$ cat src/rtl/board_scanner_if.sv
`default_nettype none
// ============================================================================
// Module      : board_scanner_if
// Description : Read bus between the board scanner and the board RAM.
//               The RAM registers the address once, so q/state follow the
//               address by one clock edge.
//   addr_macro  4  macro (sub-board) address, 1..9
//   addr_micro  4  micro (cell) address, 1..9
//   q           2  cell data of the registered address
//   state       2  macro result of the registered macro address
// Revision    : 1.0 - initial release
// ============================================================================
interface board_scanner_if;
    logic [3:0] addr_macro;
    logic [3:0] addr_micro;
    logic [1:0] q;
    logic [1:0] state;

    modport master (
        output addr_macro,
        output addr_micro,
        input  q,
        input  state
    );

    modport slave (
        input  addr_macro,
        input  addr_micro,
        output q,
        output state
    );
endinterface
`default_nettype wire

$ cat src/rtl/board_scanner.sv
`default_nettype none
// ============================================================================
// Module      : board_scanner
// Description : Read-side master for the board RAM. On iniciar it sweeps the
//               RAM addresses over the playable cells, captures cell values
//               and macro results, streams cells to the display path and
//               finally resolves the global ultimate-tic-tac-toe winner.
// Ports       : clk, clear (sync active-high reset), iniciar (start pulse)
//               ram          RAM read bus (addresses out, q/state in)
//               cell_*       captured-cell stream (cell_valid strobe)
//               macro_states 2 bits per macro, macro m at [2m-1:2m-2]
//               vencedor     global result (00 run, 01 P1, 10 P2, 11 draw)
//               ocupado      scan in progress
//               pronto       one-cycle pulse: results are final
// Config      : BOARD_SCAN_CELL_STREAM_EN - full 81-cell sweep with cell
//               stream. Undefined: only (m,1) is read, cell_* tied to 0.
// Revision    : 1.0 - initial release
// ============================================================================
module board_scanner (
    input  wire logic          clk,
    input  wire logic          clear,
    input  wire logic          iniciar,
    board_scanner_if.master    ram,
    output logic               cell_valid,
    output logic [3:0]         cell_macro,
    output logic [3:0]         cell_micro,
    output logic [1:0]         cell_data,
    output logic [17:0]        macro_states,
    output logic [1:0]         vencedor,
    output logic               ocupado,
    output logic               pronto
);

`ifdef BOARD_SCAN_CELL_STREAM_EN
    localparam logic [3:0] c_last_micro = 4'd9;
`else
    localparam logic [3:0] c_last_micro = 4'd1;
`endif

    typedef enum logic [1:0] {
        OCIOSO = 2'd0,
        VARRE  = 2'd1,
        ESCOAR = 2'd2,
        FINAL  = 2'd3
    } state_t;

    state_t      state_q, state_d;
    logic [3:0]  addr_macro_q, addr_macro_d;
    logic [3:0]  addr_micro_q, addr_micro_d;
    // Stage 0 tracks the address register, stage 1 the RAM's own address
    // register; the cell data matching stage 1 is on q.
    logic        s0_vld_q, s0_vld_d;
    logic [3:0]  s0_mac_q, s0_mac_d;
    logic [3:0]  s0_mic_q, s0_mic_d;
    logic        s1_vld_q, s1_vld_d;
    logic [3:0]  s1_mac_q, s1_mac_d;
    logic [3:0]  s1_mic_q, s1_mic_d;
    logic [17:0] macro_states_q, macro_states_d;
    logic [1:0]  vencedor_q, vencedor_d;
    logic        ocupado_q, ocupado_d;
    logic        pronto_q, pronto_d;

    logic [3:0]  w_next_macro;
    logic [3:0]  w_next_micro;
    logic        w_last_issue;
    logic        w_last_capture;
    logic        w_slot_done;
    logic [1:0]  w_winner;

    // True when any of the 8 board lines holds three results equal to p.
    function automatic logic f_has_line(input logic [17:0] ms, input logic [1:0] p);
        logic [8:0] hit;
        for (int i = 0; i < 9; i++) begin
            hit[i] = (ms[2*i +: 2] == p);
        end
        return (hit[0] & hit[1] & hit[2]) | (hit[3] & hit[4] & hit[5]) |
               (hit[6] & hit[7] & hit[8]) | (hit[0] & hit[3] & hit[6]) |
               (hit[1] & hit[4] & hit[7]) | (hit[2] & hit[5] & hit[8]) |
               (hit[0] & hit[4] & hit[8]) | (hit[2] & hit[4] & hit[6]);
    endfunction

    function automatic logic [1:0] f_winner(input logic [17:0] ms);
        logic full;
        full = 1'b1;
        for (int i = 0; i < 9; i++) begin
            if (ms[2*i +: 2] == 2'b00) begin
                full = 1'b0;
            end
        end
        // Draw macros (11) never match 01 or 10, so they block lines.
        if (f_has_line(ms, 2'b01)) begin
            return 2'b01;
        end else if (f_has_line(ms, 2'b10)) begin
            return 2'b10;
        end else if (full) begin
            return 2'b11;
        end
        return 2'b00;
    endfunction

    // Address sequencing
    always_comb begin
`ifdef BOARD_SCAN_CELL_STREAM_EN
        if (addr_micro_q == 4'd9) begin
            w_next_macro = addr_macro_q + 4'd1;
            w_next_micro = 4'd1;
        end else begin
            w_next_macro = addr_macro_q;
            w_next_micro = addr_micro_q + 4'd1;
        end
`else
        w_next_macro = addr_macro_q + 4'd1;
        w_next_micro = 4'd1;
`endif
        w_last_issue   = (w_next_macro == 4'd9) && (w_next_micro == c_last_micro);
        w_last_capture = s1_vld_q && (s1_mac_q == 4'd9) && (s1_mic_q == c_last_micro);
        // The macro result is taken with the last micro of each macro; with
        // only micro 1 issued this is every capture.
        w_slot_done    = s1_vld_q && (s1_mic_q == c_last_micro);
        w_winner       = f_winner(macro_states_q);
    end

    // Next-state and datapath
    always_comb begin
        state_d        = state_q;
        addr_macro_d   = addr_macro_q;
        addr_micro_d   = addr_micro_q;
        s0_vld_d       = 1'b0;
        s0_mac_d       = s0_mac_q;
        s0_mic_d       = s0_mic_q;
        s1_vld_d       = s0_vld_q;
        s1_mac_d       = s0_mac_q;
        s1_mic_d       = s0_mic_q;
        macro_states_d = macro_states_q;
        vencedor_d     = vencedor_q;
        ocupado_d      = ocupado_q;
        pronto_d       = 1'b0;

        case (state_q)
            OCIOSO: begin
                if (iniciar) begin
                    state_d        = VARRE;
                    addr_macro_d   = 4'd1;
                    addr_micro_d   = 4'd1;
                    s0_vld_d       = 1'b1;
                    s0_mac_d       = 4'd1;
                    s0_mic_d       = 4'd1;
                    macro_states_d = 18'd0;
                    ocupado_d      = 1'b1;
                end
            end
            VARRE: begin
                addr_macro_d = w_next_macro;
                addr_micro_d = w_next_micro;
                s0_vld_d     = 1'b1;
                s0_mac_d     = w_next_macro;
                s0_mic_d     = w_next_micro;
                if (w_last_issue) begin
                    state_d = ESCOAR;
                end
            end
            ESCOAR: begin
                if (w_last_capture) begin
                    state_d = FINAL;
                end
            end
            FINAL: begin
                vencedor_d = w_winner;
                pronto_d   = 1'b1;
                ocupado_d  = 1'b0;
                state_d    = OCIOSO;
            end
            default: begin
                state_d = OCIOSO;
            end
        endcase

        if (w_slot_done) begin
            for (int m = 1; m <= 9; m++) begin
                if (s1_mac_q == 4'(m)) begin
                    macro_states_d[2*m-2 +: 2] = ram.state;
                end
            end
        end
    end

    always_ff @(posedge clk) begin
        if (clear) begin
            state_q        <= OCIOSO;
            addr_macro_q   <= 4'd0;
            addr_micro_q   <= 4'd0;
            s0_vld_q       <= 1'b0;
            s0_mac_q       <= 4'd0;
            s0_mic_q       <= 4'd0;
            s1_vld_q       <= 1'b0;
            s1_mac_q       <= 4'd0;
            s1_mic_q       <= 4'd0;
            macro_states_q <= 18'd0;
            vencedor_q     <= 2'b00;
            ocupado_q      <= 1'b0;
            pronto_q       <= 1'b0;
        end else begin
            state_q        <= state_d;
            addr_macro_q   <= addr_macro_d;
            addr_micro_q   <= addr_micro_d;
            s0_vld_q       <= s0_vld_d;
            s0_mac_q       <= s0_mac_d;
            s0_mic_q       <= s0_mic_d;
            s1_vld_q       <= s1_vld_d;
            s1_mac_q       <= s1_mac_d;
            s1_mic_q       <= s1_mic_d;
            macro_states_q <= macro_states_d;
            vencedor_q     <= vencedor_d;
            ocupado_q      <= ocupado_d;
            pronto_q       <= pronto_d;
        end
    end

`ifdef BOARD_SCAN_CELL_STREAM_EN
    logic       cell_valid_q, cell_valid_d;
    logic [3:0] cell_macro_q, cell_macro_d;
    logic [3:0] cell_micro_q, cell_micro_d;
    logic [1:0] cell_data_q, cell_data_d;

    // Capture registers hold the last cell; only the strobe is one cycle.
    always_comb begin
        cell_valid_d = s1_vld_q;
        cell_macro_d = cell_macro_q;
        cell_micro_d = cell_micro_q;
        cell_data_d  = cell_data_q;
        if (s1_vld_q) begin
            cell_macro_d = s1_mac_q;
            cell_micro_d = s1_mic_q;
            cell_data_d  = ram.q;
        end
    end

    always_ff @(posedge clk) begin
        if (clear) begin
            cell_valid_q <= 1'b0;
            cell_macro_q <= 4'd0;
            cell_micro_q <= 4'd0;
            cell_data_q  <= 2'b00;
        end else begin
            cell_valid_q <= cell_valid_d;
            cell_macro_q <= cell_macro_d;
            cell_micro_q <= cell_micro_d;
            cell_data_q  <= cell_data_d;
        end
    end

    assign cell_valid = cell_valid_q;
    assign cell_macro = cell_macro_q;
    assign cell_micro = cell_micro_q;
    assign cell_data  = cell_data_q;
`else
    logic w_unused_q;
    assign w_unused_q = ^ram.q;

    assign cell_valid = 1'b0;
    assign cell_macro = 4'd0;
    assign cell_micro = 4'd0;
    assign cell_data  = 2'b00;
`endif

    assign ram.addr_macro = addr_macro_q;
    assign ram.addr_micro = addr_micro_q;
    assign macro_states   = macro_states_q;
    assign vencedor       = vencedor_q;
    assign ocupado        = ocupado_q;
    assign pronto         = pronto_q;

endmodule
`default_nettype wire

$ cat src/flat_wrapper.sv
// flat-port wrapper written by rule: the top's interface ports become plain ports
module board_scanner_flat 
  (clk, clear, iniciar, cell_valid, cell_macro, cell_micro, cell_data, macro_states, vencedor, ocupado, pronto, ram_addr_macro, ram_addr_micro, ram_q, ram_state);
  board_scanner_if ram_i ();
  input  wire logic clk;
  input  wire logic clear;
  input  wire logic iniciar;
  output logic cell_valid;
  output logic [3:0] cell_macro;
  output logic [3:0] cell_micro;
  output logic [1:0] cell_data;
  output logic [17:0] macro_states;
  output logic [1:0] vencedor;
  output logic ocupado;
  output logic pronto;
  output wire logic [$bits(ram_i.addr_macro)-1:0] ram_addr_macro;
  output wire logic [$bits(ram_i.addr_micro)-1:0] ram_addr_micro;
  input wire logic [$bits(ram_i.q)-1:0] ram_q;
  input wire logic [$bits(ram_i.state)-1:0] ram_state;
  assign ram_addr_macro = ram_i.addr_macro;
  assign ram_addr_micro = ram_i.addr_micro;
  assign ram_i.q = ram_q;
  assign ram_i.state = ram_state;
  board_scanner u_core (.clk(clk), .clear(clear), .iniciar(iniciar), .ram(ram_i), .cell_valid(cell_valid), .cell_macro(cell_macro), .cell_micro(cell_micro), .cell_data(cell_data), .macro_states(macro_states), .vencedor(vencedor), .ocupado(ocupado), .pronto(pronto));
endmodule
$ cat config.mk
export PLATFORM = sky130hd
export DESIGN_NAME = board_scanner_flat
export DESIGN_NICKNAME = d
export VERILOG_FILES = /design/src/rtl/board_scanner_if.sv /design/src/rtl/board_scanner.sv /design/src/flat_wrapper.sv
export SDC_FILE = /design/constraint.sdc
export NUM_CORES = 1
export LEC_CHECK = 0
export CAP_MARGIN = 20
export CORE_ASPECT_RATIO = 1.1
export CORE_UTILIZATION = 36
export DETAILED_ROUTE_END_ITERATION = 10
export SETUP_SLACK_MARGIN = 0.15
export SLEW_MARGIN = 20
export SYNTH_ARGS = -nofsm -noshare
export SYNTH_HDL_FRONTEND = slang
export SYNTH_SLANG_ARGS = --single-unit
export TNS_END_PERCENT = 5
$ cat constraint.sdc
create_clock -name clk -period 2.3 [get_ports clk]
set_clock_uncertainty 0.15 [all_clocks]
set_input_delay 0.69 -clock clk [delete_from_list [all_inputs] [get_ports clk]]
set_output_delay 0.69 -clock clk [all_outputs]
set_load 0.02 [all_outputs]
# --- Yosys cells after proc, flatten, opt, wreduce, memory -nomap -nowiden ---
# Index checks and enable logic that the tools add are counted.
word_totals:
  wordCells: 151
  reg_bits: 42
  output_inout_bits: 41
  in_bits: 7
classes:
  n_reduce_logical: 18
  bitwise_logic: 46
  n_addsub: 1
  eq_ne: 35
  mux: 40
ops:
  columns: ["op", "n"]
  rows:
  - ["18-bit 2-to-1 mux", 3]
  - ["1-bit bitwise AND", 32]
  - ["2-bit 2-to-1 mux", 16]
  - ["2-bit equality test (second input constant)", 11]
  - ["2-bit by 1-bit equality test with 1-bit output (second input constant)", 10]
  - ["2-bit logical NOT", 10]
  - ["4-bit by 3-bit equality test with 1-bit output (second input constant)", 4]
  - ["4-bit one-hot mux with 2 select lines", 2]
  - ["1-bit 2-to-1 mux", 15]
  - ["1-bit bitwise OR", 14]
  - ["4-bit equality test (second input constant)", 3]
  - ["4-bit by 1-bit equality test with 1-bit output (second input constant)", 2]
  - ["4-bit by 2-bit equality test with 1-bit output (second input constant)", 2]
  - ["2-bit one-hot mux with 4 select lines", 1]
  - ["4-bit by 1-bit adder with 4-bit output (second input constant)", 1]
  - ["4-bit 2-to-1 mux", 1]
  - ["2-bit by 1-bit inequality test with 1-bit output (second input constant)", 2]
  - ["1-bit one-hot mux with 2 select lines", 2]
  - ["2-bit AND reduction", 2]
  - ["2-bit nonzero test", 2]
  - ["1-bit logical AND", 3]
  - ["3-bit AND reduction", 1]
  - ["2-bit inequality test (second input constant)", 1]

# --- Depth between registers and ports, before layout ---
depth:
  ltp_word: 14
  mapped_depth: 7
  mapped_depth_nobuf: 7

# --- Least setup slack after synthesis ---
# OpenSTA, ideal clock, no wires.
synth_path:
  path_type: "reg-to-reg"
  from: "reg u_core.macro_states_q[0], in the netlist u_core.macro_states[0]"
  to: "reg u_core.vencedor_q[0], in the netlist u_core.vencedor[0]"
  t_arrival_ps: 1735
  t_required_ps: 2071
  path_buffers: 0
  synth_period_minus_slack_ps: 1964
  path_slack_ps: 336
  stages_incl_launch_ff: 6
  setup_time_ps: 79
  path_cell_list: "dfxtp_1 > and4bb_1 > o311ai_1 > nand4_1 > or4_1 > a211oi_2"
synth_between:
  elab_chain_cells: 14
  word_cells_on_any_way: 44
  cone_classes: "eq/ne (2); mux (15); bitwise (26); reduce/logical (1)"
synth_lines:
  columns: ["item", "line_no", "source"]
  rows:
  - ["start: declaration", "board_scanner.sv:58", "logic [17:0] macro_states_q, macro_states_d;"]
  - ["start signal: assignment", "board_scanner.sv:212", "macro_states_q <= macro_states_d;"]
  - ["2-bit logical NOT", "board_scanner.sv:86", "if (ms[2*i +: 2] == 2'b00) begin"]
  - ["1-bit 2-to-1 mux (9 in series)", "board_scanner.sv:86", null]
  - ["1-bit 2-to-1 mux", "board_scanner.sv:95", "end else if (full) begin"]
  - ["1-bit 2-to-1 mux", "board_scanner.sv:93", "end else if (f_has_line(ms, 2'b10)) begin"]
  - ["1-bit 2-to-1 mux", "board_scanner.sv:91", "if (f_has_line(ms, 2'b01)) begin"]
  - ["2-bit 2-to-1 mux (*)", "board_scanner.sv:98", "return 2'b00;"]
  - ["end signal: assignment", "board_scanner.sv:213", "vencedor_q <= vencedor_d;"]
  - ["end: declaration", "board_scanner.sv:59", "logic [1:0] vencedor_q, vencedor_d;"]
# Every way passes the cells marked *; elsewhere a longest branch is shown, timed or not.
# A chain may end at the register's enable or synchronous reset.

# --- Worst setup path after layout ---
layout_path:
  from: "reg u_core.ocupado_q, in the netlist u_core.ocupado"
  to: "out ocupado"
layout_lines:
  columns: ["item", "line_no", "source"]
  rows:
  - ["start: declaration", "board_scanner.sv:60", "logic ocupado_q, ocupado_d;"]
  - ["start signal: assignment", "board_scanner.sv:214", "ocupado_q <= ocupado_d;"]
  - ["end: declaration", "flat_wrapper.sv:14", "output logic ocupado;"]
# No word-level cell between the ends.

==> tab_implementation.tex <==
\begin{tabular}{lr}
\hline
Metric & Value \\
\hline
\multicolumn{2}{l}{\textbf{Worst setup path}} \\
\quad Worst R2R Setup Slack & 0.33 ns \\
\quad Number of cells on the worst reg-to-reg path & 4 \\
\quad Worst setup path endpoint & ocupado \\
\quad Critical path launch point & u\_core.ocupado \\
\quad Startpoint Class & register \\
\quad Crit path largest cell delay & 0.61 ns \\
\quad Number of buffer and inverter stages on the critical path & 1 \\
\quad Critical R2R Capture & u\_core.vencedor[0] \\
\quad Critical-path cell with the highest stage delay & sky130\_fd\_sc\_hd\_\_clkdlybuf4s50\_1 \\
\quad Worst-path cell chain & clkdlybuf4s50\_1 \\
\quad Critical path required time & 1.46 ns \\
\quad Cell type group with the largest total delay on the critical path & buffers and inverters \\
\quad Sort of element at the end of the critical path & output pin \\
\quad Number of logic stages on the critical path including buffering & 1 \\
\quad Worst r2r src & u\_core.macro\_states[1] \\
\quad Critical path arrival & 1.26 ns \\
\quad Worst-path maximum fanout & 3 \\
\quad Type of the worst setup path & register to output pin \\
\multicolumn{2}{l}{\textbf{Clocking}} \\
\quad Clock insertion delay at the later pin of the skew report & 0.29 ns \\
\quad Cts hold-fix bufs & 0 \\
\quad Clock sink count & 36 \\
\quad Worst-path clk slew & 0.07 ns \\
\quad H-tree depth & 2 \\
\quad Clock Path Buffers & 2 \\
\quad CTS tree & done \\
\quad Clock root buffer & sky130\_fd\_sc\_hd\_\_clkbuf\_8 \\
\quad Clock buffers created by TritonCTS & 5 \\
\multicolumn{2}{l}{\textbf{STA}} \\
\quad Count of final setup violators & 0 \\
\quad Total count of hold-check failures in the final report & 0 \\
\quad Maximum clock frequency & 477.3 MHz \\
\quad Final number of max-transition violations & 0 \\
\quad Final period demand of the worst path & 2.095 ns \\
\quad Remaining max-slew budget at the tightest pin & 63.00\% \\
\quad Portion of the clock cycle consumed by the worst path in the final layout & 91.10\% \\
\quad Sum Neg Setup Slack & 0 ns \\
\quad Slew @ Worst Pin & 0.5492 ns \\
\quad RSZ-0062 raised after global routing & false \\
\quad WHS & 0.2847 ns \\
\multicolumn{2}{l}{\textbf{Min path}} \\
\quad Worst hold path type & register to register \\
\multicolumn{2}{l}{\textbf{Yosys}} \\
\quad Area of the mapped netlist & 0.001938 mm² \\
\quad Cell variety after synth & 37 \\
\quad Average instance area after synthesis & 8.283 µm² \\
\quad Post-synth ARST share & 0\% \\
\quad Synth Flop Type & sky130\_fd\_sc\_hd\_\_dfxtp\_1 \\
\quad Gate count after technology mapping & 234 \\
\quad Ys Warns & 0 \\
\quad Post-synth EDFFs & 0 \\
\quad Sequential fraction of the synthesis area & 37.19\% \\
\quad Register bit total from synthesis & 36 \\
\multicolumn{2}{l}{\textbf{Layout}} \\
\quad Fill cell total of the finished layout & 511 \\
\quad Layout cells sized above 1 & 9.225\% \\
\quad \# nets final & 283 \\
\quad Synth-to-Final Area Change & 27.37\% \\
\quad Antenna cell count & 0 \\
\quad Final Instance Count excl. Fillers & 343 \\
\quad Final Util & 48.39\% \\
\multicolumn{2}{l}{\textbf{Drt}} \\
\quad DR pass1 iterations & 4 \\
\quad DRT antenna net count & 0 \\
\quad \# DRC & 0 \\
\quad First-iteration detailed-routing DRC count & 102 \\
\quad DR vias/cell & 5.169 \\
\quad Wire length reported by the detailed router & 4.575 mm \\
\quad Via count & 1773 \\
\quad WL/cell & 13.34 µm \\
\multicolumn{2}{l}{\textbf{GRT}} \\
\quad Global-route wire length before repair & 7.576 mm \\
\quad Initial antenna violation count & 0 \\
\quad Total routing resource utilization after global routing & 17.21\% \\
\quad Largest net degree at the start of global routing & 31 \\
\quad Leftover overflow at the end of global routing & 0 \\
\quad Via count of the first global-routing pass & 1600 \\
\multicolumn{2}{l}{\textbf{Run status}} \\
\quad Outcome & finished, final reports clean \\
\multicolumn{2}{l}{\textbf{Die}} \\
\quad Placement row count & 27 \\
\quad Effective utilization at floorplan & 37.99\% \\
\quad Std-Cell Core Area & 0.005101 mm² \\
\quad \# IOs & 48 \\
\quad DIE WIDTH & 71.96 µm \\
\quad Die Outline Area & 0.005682 mm² \\
\quad Die height & 78.96 µm \\
\multicolumn{2}{l}{\textbf{Pwr}} \\
\quad Maximum ir drop on the vdd rail & 474.6 µV \\
\quad Leakage power total & 0.001213 µW \\
\quad Cell Pwr Density & 688.4 mW/mm² \\
\multicolumn{2}{l}{\textbf{Placement}} \\
\quad Detailed Place HPWL & 3.150 mm \\
\quad Placer congestion estimate & 0.8254 \\
\quad Total of buffers placed on input and output ports & 31 \\
\quad Instance count after placement with tap cells included & 335 \\
\multicolumn{2}{l}{\textbf{Flow run}} \\
\quad Max Cap Viol & 0 \\
\hline
\end{tabular}
==> where the power goes <==
group	switching, µW	total [µW]	internal (µW)
Combinational	309	511	203
Clock	215	459	244
Sequential	44.6	729	684
Total	568	1700	1130
==> synth_stat cells, types with 8 or more instances <==
master / count / area share (%)
sky130_fd_sc_hd__dfxtp_1: 36 / 37
sky130_fd_sc_hd__a21oi_1: 26 / 6.7
sky130_fd_sc_hd__nand3_1: 22 / 5.7
sky130_fd_sc_hd__nand2_1: 17 / 3.3
sky130_fd_sc_hd__nor2_1: 16 / 3.1
sky130_fd_sc_hd__buf_4: 14 / 5.4
sky130_fd_sc_hd__nor2b_1: 12 / 3.9
sky130_fd_sc_hd__nor4bb_1: 9 / 4.6
sky130_fd_sc_hd__clkbuf_1: 8 / 1.5
sky130_fd_sc_hd__inv_1: 8 / 1.5
sky130_fd_sc_hd__o21ai_0: 8 / 2.1
==> through the flow <==
stage / power (µW) / cell area (µm²) / setup WS [ns]
2_1_floorplan: 1098 / 1987 / 0.3360
3_3_place_gp: 1249 / 2321 / 0.1523
3_5_place_dp: 1253 / 2321 / 0.1410
4_1_cts: 1721 / 2412 / 0.009475
5_1_grt: 1818 / 2469 / 0.1585
6_report: 1699 / 2469 / 0.2047
==> per-layer routing <==
| metal | global-route usage (%) | share of wire (%) | vias to the layer above |
|---|---|---|---|
| li1 | - | - | 886 |
| met5 | 0 | 0 | - |
| met3 | 3.807 | 5.4 | 8 |
| met2 | 28.87 | 47 | 65 |
| met1 | 20.57 | 45 | 814 |
| met4 | 8.627 | 2.4 | 0 |
==> cells in the final DEF, fill, tap and decap left out, types with 2 or more instances in the layout <==
cell / netlist / final
sky130_fd_sc_hd__nor3_1: 3 / 3
sky130_fd_sc_hd__nor2b_1: 12 / 12
sky130_fd_sc_hd__a21oi_1: 26 / 26
sky130_fd_sc_hd__o311ai_1: 2 / 2
sky130_fd_sc_hd__o21ai_0: 8 / 8
sky130_fd_sc_hd__ha_1: 6 / 6
sky130_fd_sc_hd__nand4_1: 4 / 4
sky130_fd_sc_hd__clkdlybuf4s50_1: 0 / 9
sky130_fd_sc_hd__nor3b_1: 2 / 2
sky130_fd_sc_hd__inv_1: 8 / 8
sky130_fd_sc_hd__and4bb_2: 5 / 5
sky130_fd_sc_hd__dfxtp_2: 0 / 5
sky130_fd_sc_hd__nand3b_1: 6 / 6
sky130_fd_sc_hd__o22ai_1: 4 / 4
sky130_fd_sc_hd__nand2_1: 17 / 17
sky130_fd_sc_hd__clkbuf_8: 0 / 6
sky130_fd_sc_hd__nand4b_1: 3 / 3
sky130_fd_sc_hd__conb_1: 1 / 14
sky130_fd_sc_hd__nand2b_1: 5 / 5
sky130_fd_sc_hd__nor4bb_1: 9 / 9
sky130_fd_sc_hd__clkbuf_1: 8 / 2
sky130_fd_sc_hd__and3_1: 2 / 2
sky130_fd_sc_hd__and4bb_1: 2 / 2
sky130_fd_sc_hd__buf_4: 14 / 7
sky130_fd_sc_hd__dlymetal6s2s_1: 0 / 21
sky130_fd_sc_hd__dfxtp_1: 36 / 31
sky130_fd_sc_hd__nand3_1: 22 / 22
sky130_fd_sc_hd__nor2_1: 16 / 16
==> timing repair <==
action	4_1_cts	5_1_grt
setup endpoints to repair	22	22
resized for setup	3	24
pin swaps	0	0
buffers inserted	0	0
==> flip-flops by register name, indices dropped and copies added (netlist names) <==
register and count:
u_core.ram.addr_macro 4, u_core.s1_mic_q 1, u_core.ram.addr_micro 1, u_core.s1_mac_q 4
u_core.vencedor 2, u_core.macro_states 18, u_core.s1_vld_q 1, u_core.pronto 1
u_core.state_q 2, u_core.ocupado 1, u_core.s0_vld_q 1
==> worst min path at each step <==
stage | startpoint | to | cells after the start
finish | u_core.s0_vld_q | u_core.s1_vld_q | 1
global route | u_core.s0_vld_q | u_core.s1_vld_q | 1
CTS | u_core.s0_vld_q | u_core.s1_vld_q | 1
detailed placement | u_core.s0_vld_q | u_core.s1_vld_q | 1
global placement | u_core.s0_vld_q | u_core.s1_vld_q | 1
floorplan | u_core.s0_vld_q | u_core.s1_vld_q | 1
==> cells by family after synthesis <==
group	synth area share (%)
other	0.1935
adders and majority gates	3.873
buffers and inverters	8.715
xor gates and xnor gates	0.4520
AOI/OAI and AO/OA	13.49
DFF	37.19
and+or+nand+nor	36.09
==> worst reg2reg max path: cells and delay by family (launching register included) <==
kind	cells	cell delay (ns)
AND/OR/NAND/NOR	2	0.91
flip-flops	1	0.49
AO/OA/AOI/OAI	2	0.34
==> area by class of cell <==
class	instances	area (µm²)	share of cell area, %
multi-input combinational	180	1097	44.45
sequential	36	726.9	29.45
timing repair buffer	39	434.2	17.59
clock buffer	8	90.09	3.649
tap	72	90.09	3.649
inverter	8	30.03	1.216
Power figures use the tool's default switching activity.
